### config.mk
export PLATFORM = sky130hd
export DESIGN_NAME = uart_tx_frame_flat
export DESIGN_NICKNAME = d
export VERILOG_FILES = /design/src/rtl/uart_tx_frame_if.sv /design/src/rtl/uart_tx_frame.sv /design/src/flat_wrapper.sv
export SDC_FILE = /design/constraint.sdc
export NUM_CORES = 1
export LEC_CHECK = 0
export ABC_CLOCK_PERIOD_IN_PS = 1800
export CORE_MARGIN = 1.5
export CORE_UTILIZATION = 48
export DETAILED_ROUTE_END_ITERATION = 8
export PLACE_DENSITY = 0.75
export SLEW_MARGIN = 0
export SYNTH_ARGS = -nofsm -noshare
export SYNTH_HDL_FRONTEND = slang
export SYNTH_SLANG_ARGS = --single-unit
### constraint.sdc
create_clock -name clk -period 1.8 [get_ports clk]
set_input_delay 0.45 -clock clk [delete_from_list [all_inputs] [get_ports clk]]
set_output_delay 0.45 -clock clk [all_outputs]
set_load 0.005 [all_outputs]
### src/rtl/uart_tx_frame_if.sv
// Parallel-side request and serial-side status signals of the UART frame transmitter.
interface uart_tx_frame_if #(
    parameter int DATA_WIDTH = 8,
    parameter int PRESCALE_W = 6
);
    logic [DATA_WIDTH-1:0] P_DATA;
    logic                  Data_Valid;
    logic                  PAR_EN;
    logic                  PAR_TYP;
    logic [PRESCALE_W-1:0] Prescale;
    logic                  TX_OUT;
    logic                  Busy;

    modport master (
        output P_DATA, Data_Valid, PAR_EN, PAR_TYP, Prescale,
        input  TX_OUT, Busy
    );

    modport slave (
        input  P_DATA, Data_Valid, PAR_EN, PAR_TYP, Prescale,
        output TX_OUT, Busy
    );
endinterface

### src/rtl/uart_tx_frame.sv
// UART transmitter: start bit, LSB-first data, optional parity, one stop bit,
// each held for Prescale clocks; request parameters are latched on accept.
module uart_tx_frame #(
    parameter int DATA_WIDTH = 8,
    parameter int PRESCALE_W = 6
) (
    input  logic            clk,
    input  logic            rst,
    uart_tx_frame_if.slave  bus
);

    localparam int BIT_W = (DATA_WIDTH > 1) ? $clog2(DATA_WIDTH) : 1;

    typedef enum logic [2:0] {
        IDLE,
        START,
        DATA,
        PARITY,
        STOP
    } state_t;

    state_t                state, state_nx;
    logic [4:0]            edge_cnt, edge_nx;
    logic [4:0]            pmax_q, pmax_nx;
    logic [BIT_W-1:0]      bit_cnt, bit_nx;
    logic [BIT_W-1:0]      bit_inc;
    logic [DATA_WIDTH-1:0] data_q, data_nx;
    logic                  par_en_q, par_en_nx;
    logic                  par_bit_q, par_bit_nx;
    logic                  tx_q, tx_nx;
    logic                  busy_q, busy_nx;
    logic [31:0]           p_in;
    logic                  p_legal;
    logic                  edge_last;

    assign p_in      = 32'(bus.Prescale);
    assign p_legal   = (p_in == 32'd8) || (p_in == 32'd16) || (p_in == 32'd32);
    assign edge_last = (edge_cnt == pmax_q);
    assign bit_inc   = bit_cnt + 1'b1;

    assign bus.TX_OUT = tx_q;
    assign bus.Busy   = busy_q;

    always_ff @(posedge clk or posedge rst) begin
        if (rst) begin
            state     <= IDLE;
            edge_cnt  <= '0;
            pmax_q    <= '0;
            bit_cnt   <= '0;
            data_q    <= '0;
            par_en_q  <= 1'b0;
            par_bit_q <= 1'b0;
            tx_q      <= 1'b1;
            busy_q    <= 1'b0;
        end else begin
            state     <= state_nx;
            edge_cnt  <= edge_nx;
            pmax_q    <= pmax_nx;
            bit_cnt   <= bit_nx;
            data_q    <= data_nx;
            par_en_q  <= par_en_nx;
            par_bit_q <= par_bit_nx;
            tx_q      <= tx_nx;
            busy_q    <= busy_nx;
        end
    end

    // The line value for the next bit is loaded on the edge that ends the
    // current one, so TX_OUT stays a pure register output.
    always_comb begin
        state_nx   = state;
        edge_nx    = edge_cnt;
        pmax_nx    = pmax_q;
        bit_nx     = bit_cnt;
        data_nx    = data_q;
        par_en_nx  = par_en_q;
        par_bit_nx = par_bit_q;
        tx_nx      = tx_q;
        busy_nx    = busy_q;

        unique case (state)
            IDLE: begin
                tx_nx   = 1'b1;
                busy_nx = 1'b0;
                edge_nx = '0;
                bit_nx  = '0;
                if (bus.Data_Valid && p_legal) begin
                    data_nx    = bus.P_DATA;
                    par_en_nx  = bus.PAR_EN;
                    par_bit_nx = (^bus.P_DATA) ^ bus.PAR_TYP;
                    pmax_nx    = 5'(p_in - 32'd1);
                    state_nx   = START;
                    tx_nx      = 1'b0;
                    busy_nx    = 1'b1;
                end
            end

            START: begin
                if (edge_last) begin
                    edge_nx  = '0;
                    bit_nx   = '0;
                    state_nx = DATA;
                    tx_nx    = data_q[0];
                end else begin
                    edge_nx = edge_cnt + 5'd1;
                end
            end

            DATA: begin
                if (edge_last) begin
                    edge_nx = '0;
                    if (bit_cnt == BIT_W'(DATA_WIDTH - 1)) begin
                        bit_nx = '0;
                        if (par_en_q) begin
                            state_nx = PARITY;
                            tx_nx    = par_bit_q;
                        end else begin
                            state_nx = STOP;
                            tx_nx    = 1'b1;
                        end
                    end else begin
                        bit_nx = bit_inc;
                        tx_nx  = data_q[bit_inc];
                    end
                end else begin
                    edge_nx = edge_cnt + 5'd1;
                end
            end

            PARITY: begin
                if (edge_last) begin
                    edge_nx  = '0;
                    state_nx = STOP;
                    tx_nx    = 1'b1;
                end else begin
                    edge_nx = edge_cnt + 5'd1;
                end
            end

            STOP: begin
                tx_nx = 1'b1;
                if (edge_last) begin
                    edge_nx  = '0;
                    state_nx = IDLE;
                    busy_nx  = 1'b0;
                end else begin
                    edge_nx = edge_cnt + 5'd1;
                end
            end

            default: begin
                state_nx = IDLE;
                edge_nx  = '0;
                bit_nx   = '0;
                tx_nx    = 1'b1;
                busy_nx  = 1'b0;
            end
        endcase
    end

endmodule

### src/flat_wrapper.sv
// flat-port wrapper written by rule: the top's interface ports become plain ports
module uart_tx_frame_flat 
#(
    parameter int DATA_WIDTH = 8,
    parameter int PRESCALE_W = 6
)
  (clk, rst, bus_P_DATA, bus_Data_Valid, bus_PAR_EN, bus_PAR_TYP, bus_Prescale, bus_TX_OUT, bus_Busy);
  uart_tx_frame_if #(.DATA_WIDTH(DATA_WIDTH), .PRESCALE_W(PRESCALE_W)) bus_i ();
  input  logic clk;
  input  logic rst;
  input wire logic [$bits(bus_i.P_DATA)-1:0] bus_P_DATA;
  input wire logic [$bits(bus_i.Data_Valid)-1:0] bus_Data_Valid;
  input wire logic [$bits(bus_i.PAR_EN)-1:0] bus_PAR_EN;
  input wire logic [$bits(bus_i.PAR_TYP)-1:0] bus_PAR_TYP;
  input wire logic [$bits(bus_i.Prescale)-1:0] bus_Prescale;
  output wire logic [$bits(bus_i.TX_OUT)-1:0] bus_TX_OUT;
  output wire logic [$bits(bus_i.Busy)-1:0] bus_Busy;
  assign bus_i.P_DATA = bus_P_DATA;
  assign bus_i.Data_Valid = bus_Data_Valid;
  assign bus_i.PAR_EN = bus_PAR_EN;
  assign bus_i.PAR_TYP = bus_PAR_TYP;
  assign bus_i.Prescale = bus_Prescale;
  assign bus_TX_OUT = bus_i.TX_OUT;
  assign bus_Busy = bus_i.Busy;
  uart_tx_frame #(.DATA_WIDTH(DATA_WIDTH), .PRESCALE_W(PRESCALE_W)) u_core (.clk(clk), .rst(rst), .bus(bus_i));
endmodule
# == After elaboration in Yosys (flattened, before gate mapping) ==
# Index checks and enable logic that the tools add are counted.
# op_classes
order_cmp,1
eq_ne,15
n_reduce_logical,13
muxes,25
addsub,3
bitwise,3
# op_table
cell,count
3-bit 2-to-1 mux,9
3-bit one-hot mux with 5 select lines,1
"2-bit by 1-bit inequality test with 1-bit output, second input constant",6
5-bit 2-to-1 mux,2
1-bit 2-to-1 mux,9
3-bit one-hot mux with 3 select lines,1
8-bit XOR reduction,1
"3-bit by 2-bit == test with 1-bit output, second input constant",2
"3-bit == test, second input constant",2
"6-bit by 4-bit == test with 1-bit output, second input constant",1
"6-bit by 5-bit == test with 1-bit output, second input constant",1
"6-bit == test, second input constant",1
3-bit AND reduction,2
6-bit AND reduction,1
"5-bit by 1-bit adder with 5-bit output, second input constant",1
5-bit == test,1
"5-bit by 1-bit subtractor with 5-bit output, second input constant",1
"3-bit by 4-bit < comparator with 1-bit output, second input constant",1
1-bit one-hot mux with 4 select lines,1
2-bit AND reduction,2
4-bit OR reduction,1
"3-bit by 1-bit adder with 3-bit output, second input constant",1
1-bit binary-select mux with 3-bit select,1
"3-bit by 1-bit == test with 1-bit output, second input constant",1
other kinds (8),10
# totals
regBits,28
output_inout_bits,2
inputBits,19
wordCells,69

# == Depth between registers and ports, before layout ==
# logic_depth
depth_word,6
mapped_depth,8
depth_no_buf,7

# == Least setup slack after synthesis ==
# Ideal clock, no wire load.
# synth_path
kind,register to register
start,reg u_core.bit_cnt[0]
end,reg u_core.tx_q (netlist: u_core.bus.TX_OUT)
stages_incl_launch_ff,8
arrival_ns,1.721
path_buffers,0
period_less_slack_ns,1.798
setup_time_ns,0.077
setup_slack_ns,0.002
t_required_ns,1.723
path_cell_list,dfrtp_1 -> ha_1 -> ha_1 -> inv_1 -> mux4_2 -> inv_1 -> o221ai_1 -> a31oi_1
# synth_between
elab_chain_cells,6
word_cells_on_any_way,7
cone_classes,add/sub (1); eq/ne (1); mux (5)
# synth_rtl
element,line,rtl
"start, declared",uart_tx_frame.sv:25,"logic [BIT_W-1:0] bit_cnt, bit_nx;"
"start signal, assigned",uart_tx_frame.sv:59,bit_cnt <= bit_nx;
3-bit by 1-bit adder with 3-bit output,uart_tx_frame.sv:39,assign bit_inc = bit_cnt + 1'b1;
1-bit binary-select mux with 3-bit select,uart_tx_frame.sv:123,tx_nx = data_q[bit_inc];
1-bit 2-to-1 mux (implied by the code),uart_tx_frame.sv:123,
1-bit 2-to-1 mux (*),uart_tx_frame.sv:112,if (bit_cnt == BIT_W'(DATA_WIDTH - 1)) begin
1-bit 2-to-1 mux (*),uart_tx_frame.sv:110,if (edge_last) begin
1-bit one-hot mux with 4 select lines (*),uart_tx_frame.sv:81,unique case (state)
"end signal, assigned",uart_tx_frame.sv:63,tx_q <= tx_nx;
"end, declared",uart_tx_frame.sv:30,"logic tx_q, tx_nx;"
# Mark *: on every way between the ends. The rest lies on a longest branch, timed or not. The select of a mux whose other input is x is not followed.
# A chain may end at the register's enable or synchronous reset.

# == Worst setup path in the final report ==
# layout_path
start,reg u_core.bit_cnt[1]
end,reg u_core.tx_q (netlist: u_core.bus.TX_OUT)
# Same word-level chain as after synthesis.

==> flow_summary.ini <==
[pwr]
vdd_drop_max_uv = 545
powerDensity_nw_per_um2 = 1200
p_leak_uw = 0.000864

[worst_setup_path]
timing.rr.end = u_core.bus.TX_OUT
r2r_slack_ns = -0.03
cpMostUsedCell = ha_4
end_kind = register
crit_fanout = 2
start_kind = register
worstSetupPathType = reg -> reg
rr_worst_depth = 7
worstPathArrival_ns = 2.08
worstReg2RegStart = u_core.bit_cnt[1]
critPathMaxStageDelay_ns = 0.50
crit_chain = ha_4 -> ha_4 -> inv_4 -> mux4_2 -> inv_2 -> o221ai_2 -> a31oi_1
cp.required_ns = 2.05
critPathSlowestCell = mux4_2

[global_routing]
grtUsageMet2_pct = 34.6
grt.met3_usage_pct = 4.80
grt_usage_pct = 21.2
grt_pass1_wl_um = 5610
use_met1_pct = 28.0
grt_overflow = 0
antenna_found_initial = 0
grt_max_degree = 29
top_usage_layer = met2
grt_pass1_vias = 1259

[final_layout]
fill_cells = 244
layout-drive-gt1-share_pct = 25.8
fin_util_pct = 64.1
stdcell_count = 222
area_growth_pct = 28.8
diodes = 0
multi_input_area_um2 = 796
regArea_um2 = 702
nets = 202

[yosys]
synth_cell_types = 37
synthCells = 143
yosysWarnings = 0
ys_async_sr_fraction_pct = 100
syn_nets = 166
ys.flop_type = dfrtp_1
syn_area_um2 = 1510
syn_area_per_cell_um2 = 10.5
yosysSeqAreaShare_pct = 46.6
ys_ff_latch = 28
synth_edf_count = 0

[placed_design]
io_buffers = 20
place_ws_ns = -0.506
hpwl_um = 2280
numPlacedInstances = 212
gp_congestion = 0.859

[clocking]
cts_num_sinks = 28
holdBufCountCts = 0
cts_tree = yes
htree_levels = 1
clk_latency_ns = 0.32
cts_max_path_buffers = 2
cts_made_buffers = 3
clock-root-buffer = clkbuf_4
clk_pin_slew_ns = 0.14

[timing]
hold-worst-slack_ns = 0.478
rsz0062_at_grt = true
hold_viol_final = 0
finalSetupViolCount = 1
fmax_mhz = 548
slew_violations = 0
worstMarginPinSlew_ns = 0.359
fin_ws_ns = -0.0260
relSlewSlack_pct = 76.1
fin_setup_tns_ns = -0.0260
post-route-period-util_pct = 101
min_period_ns = 1.83
skew_ns = 0.00210

[die]
core_area_um2 = 3030
ioPinCount = 21
initial_core_util_pct = 49.8
dieHeight_um = 59.0
die-width_um = 59.0
die-area_um2 = 3490
row_count = 20

[routing]
drc_errors = 0
drt_iter0_drc = 35
first_pass_iters = 4
wire_per_inst_um = 14.2
vias = 1171
vias_per_cell = 5.27
ant_nets = 0
routed_wl_um = 3150

[job]
cap_viol_max_count = 0

[worst_hold_path]
hold_path_class = in -> async

[run_status]
violations = negative setup slack
outcome = complete, but fails checks
sequential cells by signal (all words and copies together), names as in the netlist:
name / cells
u_core.data_q: 8
u_core.state: 3
u_core.bit_cnt: 3
u_core.pmax_q: 5
u_core.bus.TX_OUT: 1
u_core.par_bit_q: 1
u_core.par_en_q: 1
u_core.edge_cnt: 5
u_core.bus.Busy: 1
critical path: cells and delay by family (launching register included):
family	cells	cell delay [ns]
buffers and inverters	2	0.13
adders and majority gates	2	0.43
AOI/OAI and AO/OA	2	0.26
muxes	1	0.50
DFF	1	0.45
where the power goes:
group          switching (uW)  total (uW)  internal, uW
combinational             468         973           506
clock                     174         261          86.7
sequential                225        1100           874
worst max path at each step:
stage                                  from                end  slack, ns  cells after the start
after floorplan           u_core.bit_cnt[0]  u_core.bus.TX_OUT      0.002                      7
after global placement      bus_Prescale[0]   u_core.data_q[0]      -0.46                      8
after detailed placement    bus_Prescale[0]   u_core.par_bit_q      -0.51                      8
after CTS                 u_core.bit_cnt[1]  u_core.bus.TX_OUT      0.003                      7
after global routing      u_core.bit_cnt[1]  u_core.bus.TX_OUT      -0.04                      7
final                     u_core.bit_cnt[1]  u_core.bus.TX_OUT      -0.03                      7
what timing repair did:
action,4_1_cts,5_1_grt
setup buffers,4,1
pin swaps,6,1
cloned,1,0
resized for setup,22,2
endpoints found under the setup margin,16,14
Yosys cell counts (2+ instances only):
| cell | number | area [um^2] |
|---|---|---|
| xnor2_1 | 9 | 78.8 |
| a31oi_1 | 2 | 12.5 |
| clkbuf_1 | 3 | 11.3 |
| nor2b_1 | 3 | 18.8 |
| dfrtp_1 | 27 | 676 |
| nor3_1 | 2 | 10.0 |
| mux2_2 | 9 | 101 |
| o21ai_0 | 7 | 35.0 |
| inv_1 | 8 | 30.0 |
| buf_2 | 2 | 10.0 |
| nor2_1 | 11 | 41.3 |
| a21oi_1 | 6 | 30.0 |
| nand2b_1 | 3 | 18.8 |
| nand3_1 | 6 | 30.0 |
| xor2_1 | 10 | 87.6 |
| ha_1 | 4 | 50.1 |
| nand2_1 | 7 | 26.3 |
| mux2i_1 | 5 | 50.1 |
cells in the final DEF, fill, tap and decap left out, types with 2 or more instances in the layout:
cell type         n
buf_6             3
o21ai_0           6
mux2i_1           5
dfrtp_1          27
a21oi_1           6
nor3_1            2
clkbuf_4          3
dlygate4sd2_1     7
ha_4              2
nand2_1           7
buf_4            14
nand3_1           6
a31oi_1           2
nand2b_1          3
inv_1             6
nor2b_1           2
xnor2_1           9
mux2_2            8
ha_1              2
xor2_1           10
nor2_1           11
clkdlybuf4s50_1  13
through the flow:
stage / total power [uW] / cell area, um^2
finish: 2330 / 1940
CTS: 2330 / 1920
detailed placement: 2010 / 1820
floorplan: 1720 / 1510
global placement: 1950 / 1820
global route: 2540 / 1940
cell families (layout without fill, tap and decap cells):
kind of cell	after synthesis	after routing	share of synthesized area, %
xor gates and xnor gates	19	19	11.0
DFF	28	28	46.6
buffers and inverters	14	49	3.90
and+or+nand+nor	42	42	15.2
AOI/OAI and AO/OA	21	21	8.47
muxes	15	15	11.5
adders and majority gates	4	4	3.32
per-layer routing:
layer | up-vias | wire length, um
met5 | - | 0
met4 | 0 | 30
met3 | 4 | 119
met2 | 26 | 1610
met1 | 579 | 1390
li1 | 562 | -
area by class of cell:
type,instances,area share (%)
clock buffers,4,1.35
repair buffers,37,17.0
inverters,8,1.68
multi-input cells,101,41.0
flip-flops and latches,28,36.1
well taps,44,2.84
No activity file was read; power rests on OpenSTA's default activity.
